<file path="config.mk">
export PLATFORM = sky130hd
export DESIGN_NAME = eth_avalon_rxdma_burst_ctrl
export DESIGN_NICKNAME = d
export VERILOG_FILES = /design/src/rtl/eth_avalon_rxdma_burst_ctrl.sv
export SDC_FILE = /design/constraint.sdc
export NUM_CORES = 1
export LEC_CHECK = 0
export ABC_CLOCK_PERIOD_IN_PS = 3260
export CAP_MARGIN = 10
export CELL_PAD_IN_SITES_DETAIL_PLACEMENT = 1
export CELL_PAD_IN_SITES_GLOBAL_PLACEMENT = 2
export CORE_AREA = 2 2 126 250
export CTS_CLUSTER_SIZE = 28
export DETAILED_ROUTE_END_ITERATION = 10
export DIE_AREA = 0 0 128 252
export GPL_TIMING_DRIVEN = 1
export PLACE_DENSITY = 0.86
export REMOVE_ABC_BUFFERS = 1
export SYNTH_ARGS = -nofsm -noshare
export SYNTH_HDL_FRONTEND = slang
export SYNTH_SLANG_ARGS = --single-unit
</file>
<file path="constraint.sdc">
create_clock -name clk_i -period 3.26 [get_ports clk_i]
set_clock_uncertainty 0.05 [all_clocks]
set_input_delay 0.489 -clock clk_i [delete_from_list [all_inputs] [get_ports clk_i]]
set_output_delay 0.489 -clock clk_i [all_outputs]
set_load 0.02 [all_outputs]
</file>
<file path="src/rtl/eth_avalon_rxdma_burst_ctrl.sv">
// RX DMA read-side sequencer: drains show-ahead FIFO words into Avalon-MM write bursts
// and reports per-frame byte count, overflow and error status.
module eth_avalon_rxdma_burst_ctrl #(
    parameter int unsigned BURST       = 8,
    parameter int unsigned FIFO_WIDTHU = 11,
    parameter int unsigned ADDR_W      = 32
) (
    input  logic                         clk_i,
    input  logic                         reset_i,
    input  logic                         desc_valid_i,
    input  logic [ADDR_W-1:0]            desc_addr_i,
    input  logic [15:0]                  desc_len_i,
    output logic                         desc_ready_o,
    input  logic                         frame_done_i,
    input  logic [35:0]                  fifo_q_i,
    input  logic                         fifo_rdempty_i,
    input  logic [FIFO_WIDTHU-1:0]       fifo_rdusedw_i,
    output logic                         fifo_rdreq_o,
    output logic [ADDR_W-1:0]            av_address_o,
    output logic                         av_write_o,
    output logic [$clog2(BURST):0]       av_burstcount_o,
    output logic [31:0]                  av_writedata_o,
    output logic [3:0]                   av_byteenable_o,
    input  logic                         av_waitrequest_i,
    output logic                         done_o,
    output logic [15:0]                  done_bytes_o,
    output logic                         done_ovf_o,
    output logic                         done_err_o
);

    localparam int unsigned BcW  = $clog2(BURST) + 1;
    localparam int unsigned RemW = 15;
    localparam int unsigned CntW = 17;

    typedef enum logic [2:0] {StIdle, StWait, StBurst, StDiscard, StDone} state_e;

    state_e              state_q, state_d;
    logic [ADDR_W-1:0]   addr_q, addr_d;
    logic [RemW-1:0]     rem_q, rem_d;
    logic [15:0]         bytes_q, bytes_d;
    logic                err_q, err_d;
    logic                ovf_q, ovf_d;
    logic                pad_q, pad_d;
    logic [BcW-1:0]      beats_left_q, beats_left_d;
    logic [BcW-1:0]      real_cnt_q, real_cnt_d;
    logic                av_write_q, av_write_d;
    logic [ADDR_W-1:0]   av_address_q, av_address_d;
    logic [BcW-1:0]      av_burstcount_q, av_burstcount_d;
    logic [31:0]         av_writedata_q, av_writedata_d;
    logic [3:0]          av_byteenable_q, av_byteenable_d;
    logic                done_q, done_d;
    logic [15:0]         done_bytes_q, done_bytes_d;
    logic                done_ovf_q, done_ovf_d;
    logic                done_err_q, done_err_d;
    logic                desc_ready_q, desc_ready_d;

    logic                accept;
    logic                beat_real;
    logic                beat_eop;
    logic                burst_last;
    logic                start_burst;
    logic [CntW-1:0]     used_ext;
    logic [CntW-1:0]     n_c;
    logic [2:0]          beat_inc;
    logic [16:0]         bytes_sum;
    logic [15:0]         bytes_sat;
    logic [3:0]          eop_be;
    logic [3:0]          load_be;
    logic [BcW-1:0]      real_total;

    // Burst sizing: n = min(BURST, words available, buffer words remaining)
    always_comb begin
        used_ext = CntW'(fifo_rdusedw_i);
        n_c      = CntW'(BURST);
        if (used_ext < n_c) begin
            n_c = used_ext;
        end
        if (CntW'(rem_q) < n_c) begin
            n_c = CntW'(rem_q);
        end
        start_burst = ((used_ext >= CntW'(BURST)) || (frame_done_i && !fifo_rdempty_i))
                      && (used_ext != '0) && (rem_q != '0);
    end

    always_comb begin
        case (fifo_q_i[34:33])
            2'd0:    eop_be = 4'b0001;
            2'd1:    eop_be = 4'b0011;
            2'd2:    eop_be = 4'b0111;
            default: eop_be = 4'b1111;
        endcase
        load_be   = fifo_q_i[32] ? eop_be : 4'hF;
        beat_inc  = fifo_q_i[32] ? ({1'b0, fifo_q_i[34:33]} + 3'd1) : 3'd4;
        bytes_sum = {1'b0, bytes_q} + {14'd0, beat_inc};
        bytes_sat = bytes_sum[16] ? 16'hFFFF : bytes_sum[15:0];
    end

    // Once the EOP beat is out, the rest of the committed burst is padding
    assign accept     = av_write_q & ~av_waitrequest_i;
    assign beat_real  = ~pad_q;
    assign beat_eop   = beat_real & fifo_q_i[32];
    assign burst_last = (beats_left_q == BcW'(1));
    assign real_total = real_cnt_q + BcW'(beat_real);

    // Gated by reset so an abandoned burst never consumes a FIFO word
    assign fifo_rdreq_o = ~reset_i & ~fifo_rdempty_i &
                          (((state_q == StBurst) & accept & beat_real) |
                           (state_q == StDiscard));

    always_comb begin
        state_d         = state_q;
        addr_d          = addr_q;
        rem_d           = rem_q;
        bytes_d         = bytes_q;
        err_d           = err_q;
        ovf_d           = ovf_q;
        pad_d           = pad_q;
        beats_left_d    = beats_left_q;
        real_cnt_d      = real_cnt_q;
        av_write_d      = av_write_q;
        av_address_d    = av_address_q;
        av_burstcount_d = av_burstcount_q;
        av_writedata_d  = av_writedata_q;
        av_byteenable_d = av_byteenable_q;
        done_d          = 1'b0;
        done_bytes_d    = done_bytes_q;
        done_ovf_d      = done_ovf_q;
        done_err_d      = done_err_q;

        case (state_q)
            StIdle: begin
                if (desc_valid_i) begin
                    addr_d  = {desc_addr_i[ADDR_W-1:2], 2'b00};
                    rem_d   = RemW'((CntW'(desc_len_i) + CntW'(3)) >> 2);
                    bytes_d = '0;
                    err_d   = 1'b0;
                    ovf_d   = 1'b0;
                    state_d = (desc_len_i == '0) ? StDiscard : StWait;
                end
            end
            StWait: begin
                if (rem_q == '0) begin
                    if (!fifo_rdempty_i) begin
                        state_d = StDiscard;
                    end
                end else if (start_burst) begin
                    av_address_d    = addr_q;
                    av_burstcount_d = BcW'(n_c);
                    beats_left_d    = BcW'(n_c);
                    real_cnt_d      = '0;
                    pad_d           = 1'b0;
                    av_write_d      = 1'b1;
                    av_writedata_d  = fifo_q_i[31:0];
                    av_byteenable_d = load_be;
                    state_d         = StBurst;
                end
            end
            StBurst: begin
                if (av_write_q) begin
                    if (!av_waitrequest_i) begin
                        real_cnt_d = real_total;
                        if (beat_real) begin
                            bytes_d = bytes_sat;
                            err_d   = err_q | fifo_q_i[35];
                        end
                        if (beat_eop) begin
                            pad_d = 1'b1;
                        end
                        if (burst_last) begin
                            av_write_d      = 1'b0;
                            av_byteenable_d = '0;
                            addr_d          = addr_q + (ADDR_W'(av_burstcount_q) << 2);
                            rem_d           = rem_q - RemW'(real_total);
                            if (pad_q || beat_eop) begin
                                state_d = StDone;
                            end else if (rem_q == RemW'(real_total)) begin
                                state_d = StDiscard;
                            end else begin
                                state_d = StWait;
                            end
                        end else begin
                            beats_left_d = beats_left_q - BcW'(1);
                            if (pad_q || beat_eop) begin
                                av_writedata_d  = '0;
                                av_byteenable_d = '0;
                            end else begin
                                // Show-ahead data refreshes one cycle after the pop
                                av_write_d = 1'b0;
                            end
                        end
                    end
                end else if (!fifo_rdempty_i) begin
                    av_write_d      = 1'b1;
                    av_writedata_d  = fifo_q_i[31:0];
                    av_byteenable_d = load_be;
                end
            end
            StDiscard: begin
                ovf_d = 1'b1;
                if (!fifo_rdempty_i) begin
                    err_d = err_q | fifo_q_i[35];
                    if (fifo_q_i[32]) begin
                        state_d = StDone;
                    end
                end
            end
            StDone: begin
                done_d       = 1'b1;
                done_bytes_d = bytes_q;
                done_ovf_d   = ovf_q;
                done_err_d   = err_q;
                state_d      = StIdle;
            end
            default: begin
                state_d = StIdle;
            end
        endcase

        desc_ready_d = (state_d == StIdle);
    end

    always_ff @(posedge clk_i) begin
        if (reset_i) begin
            state_q         <= StIdle;
            addr_q          <= '0;
            rem_q           <= '0;
            bytes_q         <= '0;
            err_q           <= 1'b0;
            ovf_q           <= 1'b0;
            pad_q           <= 1'b0;
            beats_left_q    <= '0;
            real_cnt_q      <= '0;
            av_write_q      <= 1'b0;
            av_address_q    <= '0;
            av_burstcount_q <= '0;
            av_writedata_q  <= '0;
            av_byteenable_q <= '0;
            done_q          <= 1'b0;
            done_bytes_q    <= '0;
            done_ovf_q      <= 1'b0;
            done_err_q      <= 1'b0;
            desc_ready_q    <= 1'b1;
        end else begin
            state_q         <= state_d;
            addr_q          <= addr_d;
            rem_q           <= rem_d;
            bytes_q         <= bytes_d;
            err_q           <= err_d;
            ovf_q           <= ovf_d;
            pad_q           <= pad_d;
            beats_left_q    <= beats_left_d;
            real_cnt_q      <= real_cnt_d;
            av_write_q      <= av_write_d;
            av_address_q    <= av_address_d;
            av_burstcount_q <= av_burstcount_d;
            av_writedata_q  <= av_writedata_d;
            av_byteenable_q <= av_byteenable_d;
            done_q          <= done_d;
            done_bytes_q    <= done_bytes_d;
            done_ovf_q      <= done_ovf_d;
            done_err_q      <= done_err_d;
            desc_ready_q    <= desc_ready_d;
        end
    end

    assign desc_ready_o    = desc_ready_q;
    assign av_address_o    = av_address_q;
    assign av_write_o      = av_write_q;
    assign av_burstcount_o = av_burstcount_q;
    assign av_writedata_o  = av_writedata_q;
    assign av_byteenable_o = av_byteenable_q;
    assign done_o          = done_q;
    assign done_bytes_o    = done_bytes_q;
    assign done_ovf_o      = done_ovf_q;
    assign done_err_o      = done_err_q;

endmodule

</file>
# ---- Yosys cells after proc, flatten, opt, wreduce, memory -nomap -nowiden
# Index checks and enable logic that the tools add are counted.
dict set report totals {
  register_bits 170
  in_bits 101
  output_inout_bits 94
}
dict set report classes {
  n_addsub 7
  n_lt_le_gt_ge 3
  n_eq_ne 23
  muxes 83
  bitwise 13
  n_reduce_logical 28
}
# operator count
set op_table {}
lappend op_table {{32-bit 2-to-1 mux} 11}
lappend op_table {{32-bit case mux with 2 select lines} 2}
lappend op_table {{16-bit 2-to-1 mux} 5}
lappend op_table {{4-bit 2-to-1 mux} 18}
lappend op_table {{15-bit 2-to-1 mux} 4}
lappend op_table {{3-bit 2-to-1 mux} 11}
lappend op_table {{32-bit by 6-bit adder with 32-bit output} 1}
lappend op_table {{16-bit case mux with 2 select lines} 1}
lappend op_table {{15-bit case mux with 2 select lines} 1}
lappend op_table {{4-bit case mux with 2 select lines} 3}
lappend op_table {{6-bit AND reduction} 4}
lappend op_table {{2-bit != test, second input constant} 10}
lappend op_table {{1-bit 2-to-1 mux} 18}
lappend op_table {{16-bit by 2-bit adder with 17-bit output, second input constant} 1}
lappend op_table {{16-bit by 3-bit adder with 17-bit output} 1}
lappend op_table {{16-bit zero test} 1}
lappend op_table {{15-bit by 4-bit == test with 1-bit output} 1}
lappend op_table {{15-bit zero test} 1}
lappend op_table {{15-bit by 11-bit less-than comparator with 1-bit output} 1}
lappend op_table {{5-bit AND reduction} 3}
lappend op_table {{15-bit nonzero test} 1}
lappend op_table {{15-bit by 4-bit subtractor with 15-bit output} 1}
lappend op_table {{3-bit case mux with 4 select lines} 1}
lappend op_table {{4-bit case mux with 3 select lines} 1}
lappend op_table {{other kinds (32)} 55}

# ---- Depth between registers and ports, before layout
dict set report depth {
  ltp_word 10
  ltp_mapped 10
  mapped_depth_nobuf 10
}

# ---- Worst setup path after synthesis
# OpenSTA, ideal clock, no wires.
dict set report synth_path {
  path_kind {in2reg}
  from {input port fifo_rdusedw_i[5]}
  to {register beats_left_q[2]}
  arrival_ns 2.764
  required_ns 3.104
  slack_ns 0.340
  path_stages 10
  path_cell_list {nor4_1 -> and2_1 -> clkbuf_1 -> nand2_1 -> ha_1 -> o21ai_0 -> a2111oi_0 -> nand2_1 -> a2111o_1 -> o311ai_0}
}
dict set report synth_between {
  elab_chain_len 7
}
# item line_no
set synth_lines {}
lappend synth_lines {{start, declared} 17} ;# input logic [FIFO_WIDTHU-1:0] fifo_rdusedw_i,
lappend synth_lines {{11-bit by 4-bit less-than comparator with 1-bit output} 75} ;# if (used_ext < n_c) begin
lappend synth_lines {{11-bit 2-to-1 mux} 75}
lappend synth_lines {{15-bit by 11-bit less-than comparator with 1-bit output} 78} ;# if (CntW'(rem_q) < n_c) begin
lappend synth_lines {{4-bit 2-to-1 mux} 78}
lappend synth_lines {{4-bit 2-to-1 mux} 146} ;# end else if (start_burst) begin
lappend synth_lines {{4-bit 2-to-1 mux} 142} ;# if (rem_q == '0) begin
lappend synth_lines {{4-bit case mux with 2 select lines} 130} ;# case (state_q)
lappend synth_lines {{end signal, assigned} 251} ;# beats_left_q <= beats_left_d;
lappend synth_lines {{end, declared} 44} ;# logic [BcW-1:0] beats_left_q, beats_left_d;
# Parallel ways exist; a longest one is shown, timed or not. The select of a mux whose other input is x is not followed.
# A chain may end at the register's enable or synchronous reset.

# ---- Final worst setup path
dict set report layout_path {
  from {register pad_q}
  to {register rem_q[5]}
}
dict set report layout_between {
  elab_chain_len 7
}
# item line_no
set layout_lines {}
lappend layout_lines {{start, declared} 43} ;# logic pad_q, pad_d;
lappend layout_lines {{start signal, assigned} 250} ;# pad_q <= pad_d;
lappend layout_lines {{1-bit inverter} 100} ;# assign beat_real = ~pad_q;
lappend layout_lines {{4-bit by 1-bit adder with 4-bit output} 103} ;# assign real_total = real_cnt_q + BcW'(beat_real);
lappend layout_lines {{15-bit by 4-bit subtractor with 15-bit output} 173} ;# rem_d = rem_q - RemW'(real_total);
lappend layout_lines {{15-bit 2-to-1 mux} 169} ;# if (burst_last) begin
lappend layout_lines {{15-bit 2-to-1 mux} 160} ;# if (!av_waitrequest_i) begin
lappend layout_lines {{15-bit 2-to-1 mux} 159} ;# if (av_write_q) begin
lappend layout_lines {{15-bit case mux with 2 select lines} 130}
lappend layout_lines {{end signal, assigned} 246} ;# rem_q <= rem_d;
lappend layout_lines {{end, declared} 39} ;# logic [RemW-1:0] rem_q, rem_d;
# No other way between the ends. The select of a mux whose other input is x is not followed.

==> flow_metrics.tcl <==
set metrics [dict create \
    area_growth_pct 36.3 \
    cts_tree "built" \
    run_status "finished, final reports clean" \
    hold_violations 0 \
    drcViolationCount 0 \
    worst_skew_pair.late_latency_ns 0.46 \
    ios 195 \
    ff2ff_path_depth 10 \
    port_buffers 190 \
    r2r_slack_ns 0.18 \
    worstSetupPathType "reg -> reg" \
    seq_area_frac_synth_pct 38.5 \
    synth_area_leaders "dfxtp_1, nand2_1, a21oi_1" \
    yosysWarnings 0 \
    placementRows 90 \
    synthFlopType "dfxtp_1" \
    syn_area_um2 8640 \
    hold_end "done_bytes_o[9]" \
    power_density_nw_per_um2 806 \
    synth-compound-area-share_pct 27.7 \
    die_w_um 128 \
    gp_congestion 0.890 \
    timing.final.crit_share_pct 94.6 \
    final_area_um2 11800 \
    ant_nets 0 \
    clock-sinks 166 \
    wl_per_cell_um 19.6 \
    rsz0062_at_grt "false" \
    drt_wl_total_mm 32.1 \
    dp_hpwl_mm 23.9 \
    yosysTopAreaCell "dfxtp_1" \
    worstSetupEndpointType "flip-flop" \
    worst_pin_slew_ns 0.810 \
    grt_start_max_net_pins 115 \
    synth_top_area_share_pct 38.5 \
    crit_arrival_ns 3.41 \
    cts_buffer_depth 2 \
    rr_startpoint "pad_q" \
    internal_power_mw 5.55 \
    crit_fanout 6 \
    yosys.area_share.simple_pct 21.9 \
    start_util_pct 28.6 \
    antenna_found_initial 1 \
    cts.clk_slew.worst_paths_ns 0.07 \
    grt_pass1_vias 9292 \
    nets 1384 \
    rr_endpoint "rem_q[5]" \
    hold_depth 2 \
    num-fill-cells 3570 \
    htree_num_levels 4 \
    die_y_um 252 \
    clkPwrFrac_pct 23.8 \
    core-area_um2 30200 \
    switchingPower_mw 3.95 \
    setup_violations 0 \
    synthAdderAreaFrac_pct 4.75 \
    holdBufCountCts 0 \
    switching_share_pct 41.6 \
    required_ns 3.59 \
    clock.fmax_ghz 0.324 \
    total_power_mw 9.49 \
    syn_inst 1066 \
    hold_class "reg -> reg" \
    power.static_leakage_nw 4.17 \
    ys_ff_latch 166 \
    drv_cap 0 \
    synthMuxAreaShare_pct 0.463 \
    syn_area_per_cell_um2 8.10 \
    hp-start "done_bytes_o[9]" \
    place_area_um2 11100 \
    synth_edf_count 0 \
    vias 8941 \
    die_area_um2 32300 \
    synth_top_family_by_area "compound AO/OA/AOI/OAI gates" \
    grt_use_total_pct 20.2 \
    cp-start-kind "flip-flop" \
    ys_types 77 \
    drtPass1Iterations 4 \
    routed_via_density 5.47 \
    comb_power_share_pct 44.4 \
    cts_buffers 17 \
    grt_pass1_wl_mm 50.8 \
    postSynth.asyncResetShare_pct 0 \
    overflow 0 \
    peakVddDrop_uv 499 \
    layout-drive-gt1-share_pct 7.91 \
    max_slew_margin_pct 45.9 \
    slew_violations 0 \
    seqPwrFrac_pct 31.8 \
    root_buffer "clkbuf_16" \
    synth_xor_area_share_pct 1.72 \
    period_needed_ns 3.08 \
    drtIter0Drc 471 \
]
==> power by group through the flow <==
stage	Combinational [mW]	Sequential, mW	Clock (mW)
2_1_floorplan	2.14	3.20	0
3_3_place_gp	4.15	3.04	0
3_5_place_dp	4.22	3.06	0
4_1_cts	4.25	3.02	2.32
5_1_grt	4.60	3.09	2.40
6_report	4.21	3.02	2.26
==> flip-flops by register name (all words and copies together) (netlist names) <==
register / flops
done_ovf_o: 1
desc_ready_o: 1
rem_q: 15
av_write_o: 1
done_o: 1
ovf_q: 1
done_err_o: 1
err_q: 1
av_byteenable_o: 4
addr_q: 30
av_address_o: 30
av_burstcount_o: 4
state_q: 3
bytes_q: 16
beats_left_q: 4
pad_q: 1
done_bytes_o: 16
av_writedata_o: 32
real_cnt_q: 4
==> worst max path at each step <==
stage / from / endpoint / cells past startpoint
floorplan: state_q[1] / rem_q[5] / 4
global placement: fifo_rdusedw_i[3] / beats_left_q[2] / 10
detailed placement: fifo_rdusedw_i[3] / beats_left_q[2] / 10
CTS: fifo_rdusedw_i[3] / av_burstcount_o[0] / 10
global route: fifo_rdusedw_i[3] / beats_left_q[2] / 10
finish: pad_q / rem_q[5] / 10
==> cell usage in the layout (no fill, tap or decap), types with 11 or more instances in the layout <==
cell type,n
a211oi_1,15
a21o_1,14
a21oi_1,100
a22o_1,33
a31oi_1,21
and3_1,11
buf_4,40
clkbuf_16,17
clkdlybuf4s50_1,189
dfxtp_1,166
ha_1,28
inv_1,28
nand2_1,175
nand3_1,30
nand4_1,18
nor2_1,43
nor3_1,33
nor4_1,22
o211ai_1,15
o21ai_0,60
or3_1,14
==> routing by layer <==
metal  part of all wire, %  vias up  global-route usage [%]
met5                     0        -                       0
met4                   4.5        0                    11.0
met3                   3.4       65                    2.91
met2                    53      212                    37.5
met1                    39     4354                    21.5
li1                      -     4310                       -
==> logic make-up after synthesis <==
kind of cell,after synthesis
flip-flops,166
other,2
AND/OR/NAND/NOR,390
adder cells (fa/ha/maj),31
buffers and inverters,104
multiplexers,4
AO/OA/AOI/OAI,352
XOR/XNOR,17
==> through the flow <==
step | setup TNS [ns] | worst slack (ns) | std cells | hold slack, ns | utilization, %
after global routing | 0 | 0.0274 | 1634 | 0.429 | 39.0
final | 0 | 0.177 | 1634 | 0.404 | 39.0
after global placement | -1.42 | -0.238 | 1601 | 0.393 | 36.8
after floorplan | -73.55 | -1.59 | 999 | 0.376 | -
after detailed placement | -2.61 | -0.376 | 1601 | 0.398 | 36.8
after CTS | 0 | 0.0829 | 1633 | 0.407 | 39.0
==> area by class of cell <==
class,instances,area [um^2],area share (%)
Multi-Input combinational cell,803,4940,41.9
Sequential cell,166,3320,28.2
Timing Repair Buffer,234,2290,19.5
Tap cell,368,460,3.91
Clock buffer,19,453,3.85
Clock inverter,13,195,1.66
Inverter,30,113,0.956
Antenna cell,1,2.50,0.0212
==> cells in the mapped netlist (4+ instances only) <==
library cell and count:
nor2b_1 7, o22ai_1 5, o31ai_1 7, buf_4 7, o21ai_0 60, buf_2 8, and2_1 7, a31oi_1 21
o221a_2 5, a21o_1 14, a32o_1 8, nor2_1 43, inv_1 28, nor4_1 22, and3_1 11, nand3_1 30
ha_1 28, o211ai_1 15, clkbuf_1 57, xnor2_1 8, a21oi_1 100, dfxtp_1 166, a221oi_1 5, a22o_1 33
mux2i_1 4, a311oi_1 4, o221ai_1 4, nor3_1 34, or4_1 9, and4_1 4, o21a_1 6, a211o_1 4
nand4_1 18, a211oi_1 15, or3_1 14, xor2_1 9, nand2_1 175
==> worst max-delay path: stages (launching register included) <==
cell     delay, ns
dfxtp_1       0.43
inv_1         0.14
ha_1          0.26
ha_1          0.23
xnor2_1       0.23
ha_1          0.35
o21a_1        0.22
o31a_1        0.11
nor2_1        0.21
or4b_2        0.61
a31oi_1       0.18
==> repair_timing <==
item	in CTS	in global routing
resized for setup	0	2
setup buffers	0	0
endpoints found under the setup margin	0	6
Note: power is estimated with default switching activity, not from simulation.
